[src/rtl/hazard_stall_ctrl_pkg.sv]
// rtl/hazard_stall_ctrl_pkg.sv - shared FSM states, widths and control encodings for the hazard/stall controller
package pipe_ctrl_pkg;

  localparam int CNT_W  = 4;
  localparam int PERF_W = 32;

  typedef enum logic [1:0] {
    RUN        = 2'd0,
    LOAD_STALL = 2'd1,
    MEM_WAIT   = 2'd2
  } state_t;

  typedef struct packed {
    logic pc_write;
    logic ifid_write;
    logic ifid_flush;
    logic idex_bubble;
    logic pipe_hold;
  } ctrl_t;

  localparam ctrl_t CTRL_RUN   = 5'b11000;
  localparam ctrl_t CTRL_STALL = 5'b00010;
  localparam ctrl_t CTRL_FLUSH = 5'b11110;
  localparam ctrl_t CTRL_HOLD  = 5'b00001;

  // A load into x0 never produces a value, so it can never create a hazard.
  function automatic logic load_use_hit(
    input logic       mem_read,
    input logic [4:0] rd,
    input logic [4:0] rs1,
    input logic [4:0] rs2,
    input logic       rs2_used
  );
    return mem_read && (rd != 5'd0) && ((rd == rs1) || (rs2_used && (rd == rs2)));
  endfunction

endpackage

[src/rtl/hazard_stall_ctrl_if.sv]
// rtl/hazard_stall_ctrl_if.sv - pipeline-side hazard inputs and stall/flush control outputs
interface hazard_stall_ctrl_if;
  import pipe_ctrl_pkg::*;

  logic [4:0]        rs1_id;
  logic [4:0]        rs2_id;
  logic              rs2_used_id;
  logic [4:0]        rd_ex;
  logic              memRead_ex;
  logic              branch_taken_ex;
  logic              dmem_busy;
  logic              pc_write;
  logic              ifid_write;
  logic              ifid_flush;
  logic              idex_bubble;
  logic              pipe_hold;
  logic [PERF_W-1:0] stall_cycles;
  logic [PERF_W-1:0] flush_count;

  modport master (
    output rs1_id, rs2_id, rs2_used_id, rd_ex, memRead_ex, branch_taken_ex, dmem_busy,
    input  pc_write, ifid_write, ifid_flush, idex_bubble, pipe_hold, stall_cycles, flush_count
  );

  modport slave (
    input  rs1_id, rs2_id, rs2_used_id, rd_ex, memRead_ex, branch_taken_ex, dmem_busy,
    output pc_write, ifid_write, ifid_flush, idex_bubble, pipe_hold, stall_cycles, flush_count
  );

endinterface

[src/rtl/hazard_stall_ctrl_perf_counter.sv]
// rtl/hazard_stall_ctrl_perf_counter.sv - free-running wrapping event counter
module perf_counter
  import pipe_ctrl_pkg::*;
#(
  parameter int W = PERF_W
) (
  input  logic         clk,
  input  logic         reset,
  input  logic         inc,
  output logic [W-1:0] count
);

  always_ff @(posedge clk or posedge reset) begin
    if (reset) begin
      count <= '0;
    end else if (inc) begin
      count <= count + W'(1);
    end
  end

endmodule

[src/rtl/hazard_stall_ctrl.sv]
// rtl/hazard_stall_ctrl.sv - load-use / branch / dmem-busy stall and flush controller
// Optional perf counters enabled by macro HAZARD_PERF_CNT_EN.
module hazard_stall_ctrl
  import pipe_ctrl_pkg::*;
#(
  parameter int LOAD_LAT = 1
) (
  input  logic               clk,
  input  logic               reset,
  hazard_stall_ctrl_if.slave bus
);

  localparam logic [CNT_W-1:0] LAT_M1 = CNT_W'(LOAD_LAT - 1);

  state_t           state, next_state;
  state_t           ret_state, next_ret;
  state_t           resume;
  logic [CNT_W-1:0] cnt, next_cnt;
  logic             load_use;
  ctrl_t            ctrl;

  assign load_use = load_use_hit(bus.memRead_ex, bus.rd_ex, bus.rs1_id, bus.rs2_id, bus.rs2_used_id);

  always_ff @(posedge clk or posedge reset) begin
    if (reset) begin
      state     <= RUN;
      ret_state <= RUN;
      cnt       <= '0;
    end else begin
      state     <= next_state;
      ret_state <= next_ret;
      cnt       <= next_cnt;
    end
  end

  always_comb begin
    next_state = state;
    next_ret   = ret_state;
    next_cnt   = cnt;
    ctrl       = CTRL_RUN;
    // When busy drops, act on this cycle as the state that was interrupted.
    resume     = (state == MEM_WAIT) ? ret_state : state;

    if (bus.dmem_busy) begin
      ctrl       = CTRL_HOLD;
      next_state = MEM_WAIT;
      if (state != MEM_WAIT) begin
        next_ret = state;
      end
    end else if (bus.branch_taken_ex) begin
      ctrl       = CTRL_FLUSH;
      next_state = RUN;
      next_ret   = RUN;
      next_cnt   = '0;
    end else if (resume == LOAD_STALL) begin
      ctrl     = CTRL_STALL;
      next_ret = RUN;
      if (cnt <= CNT_W'(1)) begin
        next_state = RUN;
        next_cnt   = '0;
      end else begin
        next_state = LOAD_STALL;
        next_cnt   = cnt - CNT_W'(1);
      end
    end else if (load_use) begin
      ctrl     = CTRL_STALL;
      next_ret = RUN;
      if (LOAD_LAT > 1) begin
        next_state = LOAD_STALL;
        next_cnt   = LAT_M1;
      end else begin
        next_state = RUN;
        next_cnt   = '0;
      end
    end else begin
      next_state = RUN;
      next_ret   = RUN;
    end

    // Reset must force the idle encoding immediately, independent of inputs.
    if (reset) begin
      ctrl = CTRL_RUN;
    end
  end

  assign bus.pc_write    = ctrl.pc_write;
  assign bus.ifid_write  = ctrl.ifid_write;
  assign bus.ifid_flush  = ctrl.ifid_flush;
  assign bus.idex_bubble = ctrl.idex_bubble;
  assign bus.pipe_hold   = ctrl.pipe_hold;

  logic [PERF_W-1:0] stall_q;
  logic [PERF_W-1:0] flush_q;

`ifdef HAZARD_PERF_CNT_EN
  perf_counter #(.W(PERF_W)) u_stall_cnt (
    .clk   (clk),
    .reset (reset),
    .inc   (~ctrl.pc_write),
    .count (stall_q)
  );

  perf_counter #(.W(PERF_W)) u_flush_cnt (
    .clk   (clk),
    .reset (reset),
    .inc   (ctrl.ifid_flush),
    .count (flush_q)
  );
`else
  assign stall_q = '0;
  assign flush_q = '0;
`endif

  assign bus.stall_cycles = stall_q;
  assign bus.flush_count  = flush_q;

endmodule

[src/flat_wrapper.sv]
// flat-port wrapper written by rule: the top's interface ports become plain ports
module hazard_stall_ctrl_flat import pipe_ctrl_pkg::*;
#(
  parameter int LOAD_LAT = 1
)
  (clk, reset, bus_rs1_id, bus_rs2_id, bus_rs2_used_id, bus_rd_ex, bus_memRead_ex, bus_branch_taken_ex, bus_dmem_busy, bus_pc_write, bus_ifid_write, bus_ifid_flush, bus_idex_bubble, bus_pipe_hold, bus_stall_cycles, bus_flush_count);
  hazard_stall_ctrl_if bus_i ();
  input  logic clk;
  input  logic reset;
  input wire logic [$bits(bus_i.rs1_id)-1:0] bus_rs1_id;
  input wire logic [$bits(bus_i.rs2_id)-1:0] bus_rs2_id;
  input wire logic [$bits(bus_i.rs2_used_id)-1:0] bus_rs2_used_id;
  input wire logic [$bits(bus_i.rd_ex)-1:0] bus_rd_ex;
  input wire logic [$bits(bus_i.memRead_ex)-1:0] bus_memRead_ex;
  input wire logic [$bits(bus_i.branch_taken_ex)-1:0] bus_branch_taken_ex;
  input wire logic [$bits(bus_i.dmem_busy)-1:0] bus_dmem_busy;
  output wire logic [$bits(bus_i.pc_write)-1:0] bus_pc_write;
  output wire logic [$bits(bus_i.ifid_write)-1:0] bus_ifid_write;
  output wire logic [$bits(bus_i.ifid_flush)-1:0] bus_ifid_flush;
  output wire logic [$bits(bus_i.idex_bubble)-1:0] bus_idex_bubble;
  output wire logic [$bits(bus_i.pipe_hold)-1:0] bus_pipe_hold;
  output wire logic [$bits(bus_i.stall_cycles)-1:0] bus_stall_cycles;
  output wire logic [$bits(bus_i.flush_count)-1:0] bus_flush_count;
  assign bus_i.rs1_id = bus_rs1_id;
  assign bus_i.rs2_id = bus_rs2_id;
  assign bus_i.rs2_used_id = bus_rs2_used_id;
  assign bus_i.rd_ex = bus_rd_ex;
  assign bus_i.memRead_ex = bus_memRead_ex;
  assign bus_i.branch_taken_ex = bus_branch_taken_ex;
  assign bus_i.dmem_busy = bus_dmem_busy;
  assign bus_pc_write = bus_i.pc_write;
  assign bus_ifid_write = bus_i.ifid_write;
  assign bus_ifid_flush = bus_i.ifid_flush;
  assign bus_idex_bubble = bus_i.idex_bubble;
  assign bus_pipe_hold = bus_i.pipe_hold;
  assign bus_stall_cycles = bus_i.stall_cycles;
  assign bus_flush_count = bus_i.flush_count;
  hazard_stall_ctrl #(.LOAD_LAT(LOAD_LAT)) u_core (.clk(clk), .reset(reset), .bus(bus_i));
endmodule
[config.mk]
export PLATFORM = sky130hd
export DESIGN_NAME = hazard_stall_ctrl_flat
export DESIGN_NICKNAME = d
export VERILOG_FILES = /design/src/rtl/hazard_stall_ctrl_pkg.sv /design/src/rtl/hazard_stall_ctrl_if.sv /design/src/rtl/hazard_stall_ctrl_perf_counter.sv /design/src/rtl/hazard_stall_ctrl.sv /design/src/flat_wrapper.sv
export SDC_FILE = /design/constraint.sdc
export NUM_CORES = 1
export LEC_CHECK = 0
export CAP_MARGIN = 10
export CORE_MARGIN = 1.5
export CORE_UTILIZATION = 32
export CTS_CLUSTER_DIAMETER = 120
export DETAILED_ROUTE_END_ITERATION = 12
export PLACE_DENSITY = 0.8
export SYNTH_ARGS = -nofsm -noshare
export SYNTH_HDL_FRONTEND = slang
export SYNTH_SLANG_ARGS = --single-unit
export TNS_END_PERCENT = 100
[constraint.sdc]
create_clock -name clk -period 2 [get_ports clk]
set_clock_uncertainty 0.2 [all_clocks]
set_input_delay 0.4 -clock clk [delete_from_list [all_inputs] [get_ports clk]]
set_output_delay 0.4 -clock clk [all_outputs]
set_load 0.05 [all_outputs]
## After elaboration in Yosys (flattened, before gate mapping)

Cells that the tools add are included.

- Flip-flop bits (word level): 8
- Bits of input ports: 21
- Output and inout port bits: 69
- Word-level logic and storage cells: 35

- Add/sub/neg operators: 1
- Magnitude comparators: 1
- Equality and inequality tests: 6
- Mux-type cells: 16
- Bitwise logic cells: 1
- Reduce and logical (&&, ||, !) cells: 7

Operators by type and width:

| operator | count |
|---|---|
| $mux W5 | 5 |
| $mux W4 | 4 |
| $eq A5 B5 Y1 | 2 |
| $mux W2 | 5 |
| $reduce_bool A5 Y1 | 1 |
| $le A4 B1 Y1 const B | 1 |
| $sub A4 B1 Y4 const B | 1 |
| $logic_and A1 B1 Y1 | 3 |
| $reduce_bool A3 Y1 | 1 |
| $eq A2 B1 Y1 const B | 1 |
| $eq A2 B2 Y1 const B | 1 |
| $mux W1 | 2 |
| $ne A2 B1 Y1 const B | 1 |
| $ne A2 B2 Y1 const B | 1 |
| $reduce_and A2 Y1 | 1 |
| $logic_or A1 B1 Y1 | 1 |
| $not A1 Y1 | 1 |

## Logic depth before layout (Yosys ltp)

Gate-level depths: netlist of run 1.

- Word-level depth: 9
- Mapped depth: 7
- Depth with buffers taken out: 7

## Worst setup path before layout of run 1

Ideal clock, no wire load.

- Path kind: input-to-output
- From: input port bus_rd_ex[0]
- To: output port bus_pc_write
- Data arrival time: 1.920 ns
- Data required time: 1.400 ns
- Slack: -0.520 ns
- Cell stages on the path: 4
- Buffers on the path: 1
- Cell sequence: or4_1 -> o221ai_1 -> o311a_1 -> buf_4

- Longest elaborated chain between the ends: 9
- Elaborated cells on any way between the ends: 12
- Classes of those cells: eq/ne: 2; mux: 5; reduce/logical: 5

RTL lines:

| what | RTL line | RTL |
|---|---|---|
| from (decl) | flat_wrapper.sv:13 | `input wire logic [$bits(bus_i.rd_ex)-1:0] bus_rd_ex;` |
| $eq A5 B5 Y1 | hazard_stall_ctrl_pkg.sv:34 | `return mem_read && (rd != 5'd0) && ((rd == rs1) \|\| (rs2_used && (rd == rs2)));` |
| $logic_and A1 B1 Y1 | hazard_stall_ctrl_pkg.sv:34 |  |
| $logic_or A1 B1 Y1 | hazard_stall_ctrl_pkg.sv:34 |  |
| $logic_and A1 B1 Y1 * | hazard_stall_ctrl_pkg.sv:34 |  |
| $mux W5 * | hazard_stall_ctrl.sv:65 | `end else if (load_use) begin` |
| $mux W5 * | hazard_stall_ctrl.sv:55 | `end else if (resume == LOAD_STALL) begin` |
| $mux W5 * | hazard_stall_ctrl.sv:50 | `end else if (bus.branch_taken_ex) begin` |
| $mux W5 * | hazard_stall_ctrl.sv:44 | `if (bus.dmem_busy) begin` |
| $mux W5 * | hazard_stall_ctrl.sv:81 | `if (reset) begin` |
| to (decl) | flat_wrapper.sv:17 | `output wire logic [$bits(bus_i.pc_write)-1:0] bus_pc_write;` |

Mark *: on every way between the ends. The rest lies on a longest branch, timed or not.

## Worst setup path after layout of run 1

- From: register u_core.state[0]
- To: output port bus_idex_bubble

- Longest elaborated chain between the ends: 7

RTL lines:

| what | RTL line | RTL |
|---|---|---|
| from (decl) | hazard_stall_ctrl.sv:15 | `state_t state, next_state;` |
| from (signal assigned) | hazard_stall_ctrl.sv:30 | `state <= next_state;` |
| $eq A2 B2 Y1 | hazard_stall_ctrl.sv:42 | `resume = (state == MEM_WAIT) ? ret_state : state;` |
| $mux W2 * | hazard_stall_ctrl.sv:42 |  |
| $eq A2 B1 Y1 * | hazard_stall_ctrl.sv:55 |  |
| $mux W5 * | hazard_stall_ctrl.sv:55 |  |
| $mux W5 * | hazard_stall_ctrl.sv:50 |  |
| $mux W5 * | hazard_stall_ctrl.sv:44 |  |
| $mux W5 * | hazard_stall_ctrl.sv:81 |  |
| to (decl) | flat_wrapper.sv:20 | `output wire logic [$bits(bus_i.idex_bubble)-1:0] bus_idex_bubble;` |

Marks and branches as above.

==> impl_metrics.env, run 1 <==
export IMPL_r2r_start="u_core.state[0]"
export IMPL_swShare=0.549
export IMPL_yosysMostFrequentCell="buf_4"
export IMPL_die_h_um=60.7
export IMPL_critPathBufInv=1
export IMPL_async_flop_share=1.00
export IMPL_crit_path_start_kind="flop"
export IMPL_htree_levels=1
export IMPL_path_max_fanout=3
export IMPL_finalCritPeriodShare=1.10
export IMPL_internal_power_mw=0.319
export IMPL_post_drt_via_cell_ratio=3.61
export IMPL_overflow=0
export IMPL_syn_inst=127
export IMPL_fin_setup_tns_ps=-619
export IMPL_syn_to_final_growth_pct=32.3
export IMPL_violations="negative setup slack"
export IMPL_totalWireLength_um=1830
export IMPL_synth_edf_count=0
export IMPL_ys_flop_type="dfrtp_1"
export IMPL_ir_drop_mv=0.277
export IMPL_period_needed_ps=2200
export IMPL_synth_cell_types=30
export IMPL_diodes=0
export IMPL_netlist_area_mm2=0.00106
export IMPL_worst_hold_path_type="input pin to asynchronous set/reset pin"
export IMPL_p_switching_mw=0.388
export IMPL_p_comb_frac=0.597
export IMPL_r2r_end="u_core.cnt[2]"
export IMPL_grt_use_total=0.104
export IMPL_yosys_area_top_type="buf_4"
export IMPL_ioPinCount=90
export IMPL_syn_area_per_cell_um2=8.38
export IMPL_start_util=0.343
export IMPL_port_buffers=25
export IMPL_rsz0062_at_grt="true"
export IMPL_synth_top_area_share=0.458
export IMPL_endpoint_kind="output port"
export IMPL_wl_per_cell_um=8.45
export IMPL_power_frac_seq=0.234
export IMPL_rrSetupSlack_ps=-10
export IMPL_grt_pass1_wl_um=2870
export IMPL_clock_root_buffer="clkbuf_4"
export IMPL_crit_family="compound AO/OA/AOI/OAI gates"
export IMPL_cpMaxStageDelayCell="dfrtp_1"
export IMPL_slew_viol_final=0
export IMPL_coreArea_mm2=0.00310
export IMPL_fin_area_mm2=0.00141
export IMPL_grt_max_degree=9
export IMPL_arrival_ps=1600
export IMPL_place_gp_congestion=0.728
export IMPL_grt_pass1_vias=673
export IMPL_drc_errors=0
export IMPL_post_dp_cell_area_mm2=0.00131
export IMPL_synth_warnings=0
export IMPL_synthTopCellsByArea="buf_4, dfrtp_1, xnor2_1"
export IMPL_cts_hold_buf=0
export IMPL_hold_viol=0
export IMPL_max_stage_delay_ps=420
export IMPL_antenna_left=0
export IMPL_power_density_mw_per_mm2=502
export IMPL_dpl_hpwl_um=1490
export IMPL_layout_drive_gt1_share=0.320
export IMPL_status="finished, violations left"
export IMPL_tritoncts="done"
export IMPL_antenna_found_initial=0
export IMPL_cts_made_buffers=3
export IMPL_drtIter0Drc=4
export IMPL_drt_first_pass_iters=3
export IMPL_nNetsFinal=197
export IMPL_num_rows=20
export IMPL_cts_max_path_buffers=2
export IMPL_fmax_mhz=454
export IMPL_insertion_delay_ps=250
export IMPL_cts_sinks=8
export IMPL_place_ws_ps=-620
export IMPL_critPathKind="flop to output port"
export IMPL_worst_r2r_cell_count=6
export IMPL_fin_ws_ps=-203
export IMPL_p_leak_nw=0.746
export IMPL_clkTransAtPathRegs_ps=60
export IMPL_synth_seq_cells=8
export IMPL_fp_dieArea_mm2=0.00368
export IMPL_cap_violations=0
export IMPL_nFillCells=304
export IMPL_synth_commonest_cells="buf_4, dfrtp_1, xnor2_1, inv_1, nor2_1"
export IMPL_crit_chain="nor2b_4 -> a311oi_4 -> o21ai_2 -> o21ai_4 -> nor2_4 -> buf_8"
export IMPL_required_ps=1400
export IMPL_pwr_share_clk=0.169
export IMPL_synth_seq_area_share=0.188
export IMPL_die_w_um=60.7
export IMPL_vias=780
export IMPL_setup_viol=4
## repair_timing
action | CTS | global route
gates resized for setup | 41 | 16
endpoints found under the setup margin | 9 | 4
pin swaps | 16 | 14
buffers inserted | 1 | 2
## area by class of cell
cell class,count,area (um^2),share of cell area
Clock buffer,3,22.5,0.0160
Inverter,5,18.8,0.0133
Multi-Input combinational cell,112,709,0.504
Timing Repair Buffer,44,402,0.285
Tap cell,44,55.1,0.0391
Sequential cell,8,201,0.143
## kinds of logic after synthesis
kind of cell               Yosys count  share of synthesized area
AOI/OAI and AO/OA                   15                      0.101
xor gates and xnor gates            10                     0.0823
adders and majority gates            2                     0.0235
buffers and inverters               70                      0.476
DFF                                  8                      0.188
muxes                                1                     0.0106
other                                1                    0.00352
and+or+nand+nor                     20                      0.115
## sequential cells by signal, summed over array words and instances (netlist names)
name / flops
u_core.ret_state: 2
u_core.state: 2
u_core.cnt: 4
## stage by stage
step	util	hold slack, ps	instances	power, mW
6_report	0.454	159	216	0.707
5_1_grt	0.454	202	216	0.735
4_1_cts	0.441	153	214	0.706
2_1_floorplan	-	23.9	190	0.586
3_5_place_dp	0.422	314	210	0.581
3_3_place_gp	0.422	306	210	0.580
## worst max path at each step
stage / startpoint / end / cells past startpoint
final: u_core.state[0] / bus_idex_bubble / 6
after global routing: u_core.state[0] / bus_idex_bubble / 6
after CTS: u_core.state[0] / bus_idex_bubble / 6
after detailed placement: bus_rd_ex[0] / bus_ifid_write / 5
after global placement: bus_rd_ex[0] / bus_ifid_write / 5
after floorplan: bus_rd_ex[0] / bus_pc_write / 4
## worst min-delay path, cell delays in order
cell and delay [ps]:
dlygate4sd2_1 290, inv_1 90, buf_4 170
## layout by cell type, fill, tap and decap left out, types with 3 or more instances in the layout
cell	synthesis	routed
nor2_1	4	3
clkbuf_4	0	3
nor3b_2	0	3
dlygate4sd2_1	0	10
clkbuf_2	0	4
dfrtp_1	8	7
nand2_1	3	3
conb_1	1	64
xnor2_1	8	7
buf_4	65	18
buf_6	0	3
buf_12	0	4
inv_1	5	5
## power groups by stage
| stage | Sequential, mW | Clock, mW | Combinational [mW] |
|---|---|---|---|
| floorplan | 0.167 | 0 | 0.419 |
| CTS | 0.165 | 0.128 | 0.414 |
| detailed placement | 0.167 | 0 | 0.414 |
| global route | 0.166 | 0.126 | 0.444 |
| finish | 0.165 | 0.119 | 0.422 |
| global placement | 0.167 | 0 | 0.413 |
## routing by layer
layer  track usage  routed length (um)
met1         0.123                 716
met2         0.186                 996
met3        0.0128                 112
met4        0.0466                   0
met5             0                   0
Power figures use the tool's default switching activity.
==> inputs of run 2 (changes only) <==
Settings changed: CORE_UTILIZATION 32 to 35, PLACE_DENSITY 0.8 to 0.87, SYNTH_HIERARCHICAL set to 1.
Clock period 2 ns to 2.8 ns, I/O delays scaled along.
==> run 2 against run 1 <==
  * The flow now finishes without violations
  * Register-to-register slack improved by 880 ps
  * Non-clock buffer count fell by 8
  * Sequential power fell by 29%
  * Power fell by 29%
  * Die area fell by 8.6%
  * Combinational power fell by 30%
  * Via count fell by 5.8%
  * Final cell count fell by 9.7%
  * First-iteration DRC count rose to 6.0 times the previous value
  * Final area fell by 7.9%
  * Hold slack improved by 170 ps
  * Critical path type is now input pin to output port
  * Highest routed layer unchanged
==> impl_metrics.env, run 2 <==
export IMPL_status="complete, no violations"
export IMPL_cap_violations=0
export IMPL_met2_usage=0.187
export IMPL_grt_max_degree=9
export IMPL_insertion_delay_ps=250
export IMPL_num_rows=19
export IMPL_htree_levels=1
export IMPL_grt_pass1_vias=600
export IMPL_grtUsageMet3=0.0156
export IMPL_reg_top3="u_core/cnt x4, u_core/ret_state x2, u_core/state x2"
export IMPL_layout_cells_non_filler=195
export IMPL_synthTopCellsByArea="buf_4, dfrtp_1, xnor2_1"
export IMPL_syn_area_per_cell_um2=8.34
export IMPL_antenna_left=0
export IMPL_port_buffers=25
export IMPL_syn_inst=127
export IMPL_p_leak_nw=0.695
export IMPL_period_needed_ps=2760
export IMPL_largest_register_ffs=4
export IMPL_synth_top_area_share=0.460
export IMPL_overflow=0
export IMPL_layout_common_cells="conb_1, clkdlybuf4s50_1, buf_4, xnor2_1, dfrtp_1"
export IMPL_vias=735
export IMPL_synth_commonest_cells="buf_4, dfrtp_1, xnor2_1, inv_1, nor2_1"
export IMPL_dpl_hpwl_um=1530
export IMPL_clock_root_buffer="clkbuf_4"
export IMPL_place_gp_congestion=0.770
export IMPL_top_register="u_core/cnt"
export IMPL_drc_errors=0
export IMPL_cts_made_buffers=3
export IMPL_start_util=0.378
export IMPL_die_h_um=58.0
export IMPL_netlist_area_mm2=0.00106
export IMPL_async_flop_share=1.00
export IMPL_clkTransAtPathRegs_ps=50
export IMPL_diodes=0
export IMPL_grt_pass1_wl_um=2660
export IMPL_endpoint_kind="output port"
export IMPL_fp_dieArea_mm2=0.00337
export IMPL_fmax_mhz=362
export IMPL_ir_drop_mv=0.184
export IMPL_finalCritPeriodShare=0.986
export IMPL_totalWireLength_um=1830
export IMPL_totalPowerFinal_mw=0.499
export IMPL_coreArea_mm2=0.00281
export IMPL_required_ps=2040
export IMPL_die_w_um=58.0
export IMPL_worst_hold_path_type="flop to flop"
export IMPL_use_met1=0.124
export IMPL_synth_seq_area_share=0.189
export IMPL_drt_first_pass_iters=6
export IMPL_wl_per_cell_um=9.37
export IMPL_busiest_layer="met2"
export IMPL_yosysMostFrequentCell="buf_4"
export IMPL_synth_warnings=6
export IMPL_layout_drive_gt1_share=0.183
export IMPL_synth_edf_count=0
export IMPL_cts_max_path_buffers=2
export IMPL_ioPinCount=90
export IMPL_power_density_mw_per_mm2=385
export IMPL_final_common_cell="conb_1"
export IMPL_drtIter0Drc=24
export IMPL_tritoncts="done"
export IMPL_antenna_found_initial=0
export IMPL_nNetsFinal=189
export IMPL_setup_viol=0
export IMPL_yosys_area_top_type="buf_4"
export IMPL_path_max_fanout=2
export IMPL_synth_cell_types=28
export IMPL_dp_cells=189
export IMPL_grt_use_total=0.103
export IMPL_syn_to_final_growth_pct=22.4
export IMPL_synth_seq_cells=8
export IMPL_cts_sinks=8
export IMPL_rrSetupSlack_ps=870
export IMPL_critPathKind="input pin to output port"
export IMPL_post_drt_via_cell_ratio=3.77
export IMPL_arrival_ps=2000
export IMPL_slew_viol_final=0
export IMPL_crit_path_start_kind="input pin"
export IMPL_hold_viol=0
export IMPL_ys_flop_type="dfrtp_1"
run 2: cell counts after synthesis:
Identical to the previous run, type by type.
run 2: final timing paths:
check | startpoint | end | cells past startpoint
setup / recovery | bus_rd_ex[3] | bus_pc_write | 5
hold / removal | u_core/cnt[1] | u_core/cnt[1] | 1
setup reg to reg | u_core/cnt[0] | u_core/cnt[2] | 7
hold reg to reg | u_core/cnt[1] | u_core/cnt[1] | 1
max in group asynchronous | reset | u_core/cnt[0] | 3
min in group asynchronous | reset | u_core/state[1] | 3
run 2: logic make-up (layout without fill, tap and decap cells):
kind of cell               Yosys count  in the layout  synth area share
AOI/OAI and AO/OA                   15             15             0.102
xor gates and xnor gates            10             10            0.0827
adders and majority gates            2              2            0.0236
buffers and inverters               70             44             0.478
DFF                                  8              8             0.189
muxes                                1              1            0.0106
other                                1             64           0.00354
and+or+nand+nor                     20             20             0.111
run 2: metrics by stage:
step	area (um^2)	utilization	hold WS, ps	worst slack [ps]	setup TNS (ps)
2_1_floorplan	1300	-	184	139	0
3_3_place_gp	1200	0.426	301	-133	-372
3_5_place_dp	1200	0.426	319	-166	-461
4_1_cts	1260	0.450	330	38.3	0
5_1_grt	1300	0.463	365	-15.5	-41.3
6_report	1300	0.463	333	38.5	0
run 2: cell type report:
| cell class | count | area, um^2 |
|---|---|---|
| well taps | 31 | 38.8 |
| flip-flops and latches | 8 | 200 |
| fillers | 267 | 1510 |
| multi-input cells | 112 | 639 |
| repair buffers | 36 | 378 |
| clock buffers | 3 | 22.5 |
| inverters | 5 | 18.8 |
run 2: per-layer routing:
layer | share of wire | wire length (um)
met5 | 0 | 0
met3 | 0.065 | 119
met2 | 0.55 | 1000
met4 | 0 | 0
met1 | 0.38 | 703
run 2: critical path: stages:
cell and delay [ps]:
dlygate4sd2_1 270, or4_4 560, o221ai_2 210, o311a_4 260, buf_12 140
run 2: repair_timing:
| item | CTS | global route |
|---|---|---|
| pin swaps | 6 | 1 |
| endpoints found under the hold margin | 0 | 0 |
| hold buffers | 0 | 0 |
| buffers inserted | 1 | 2 |
| resized for setup | 11 | 5 |
| setup endpoints to repair | 3 | 3 |
run 2: where the power goes:
group | switching (mW) | internal [mW]
clock | 0.0364 | 0.0489
sequential | 0.000855 | 0.116
combinational | 0.236 | 0.0608
total | 0.273 | 0.226
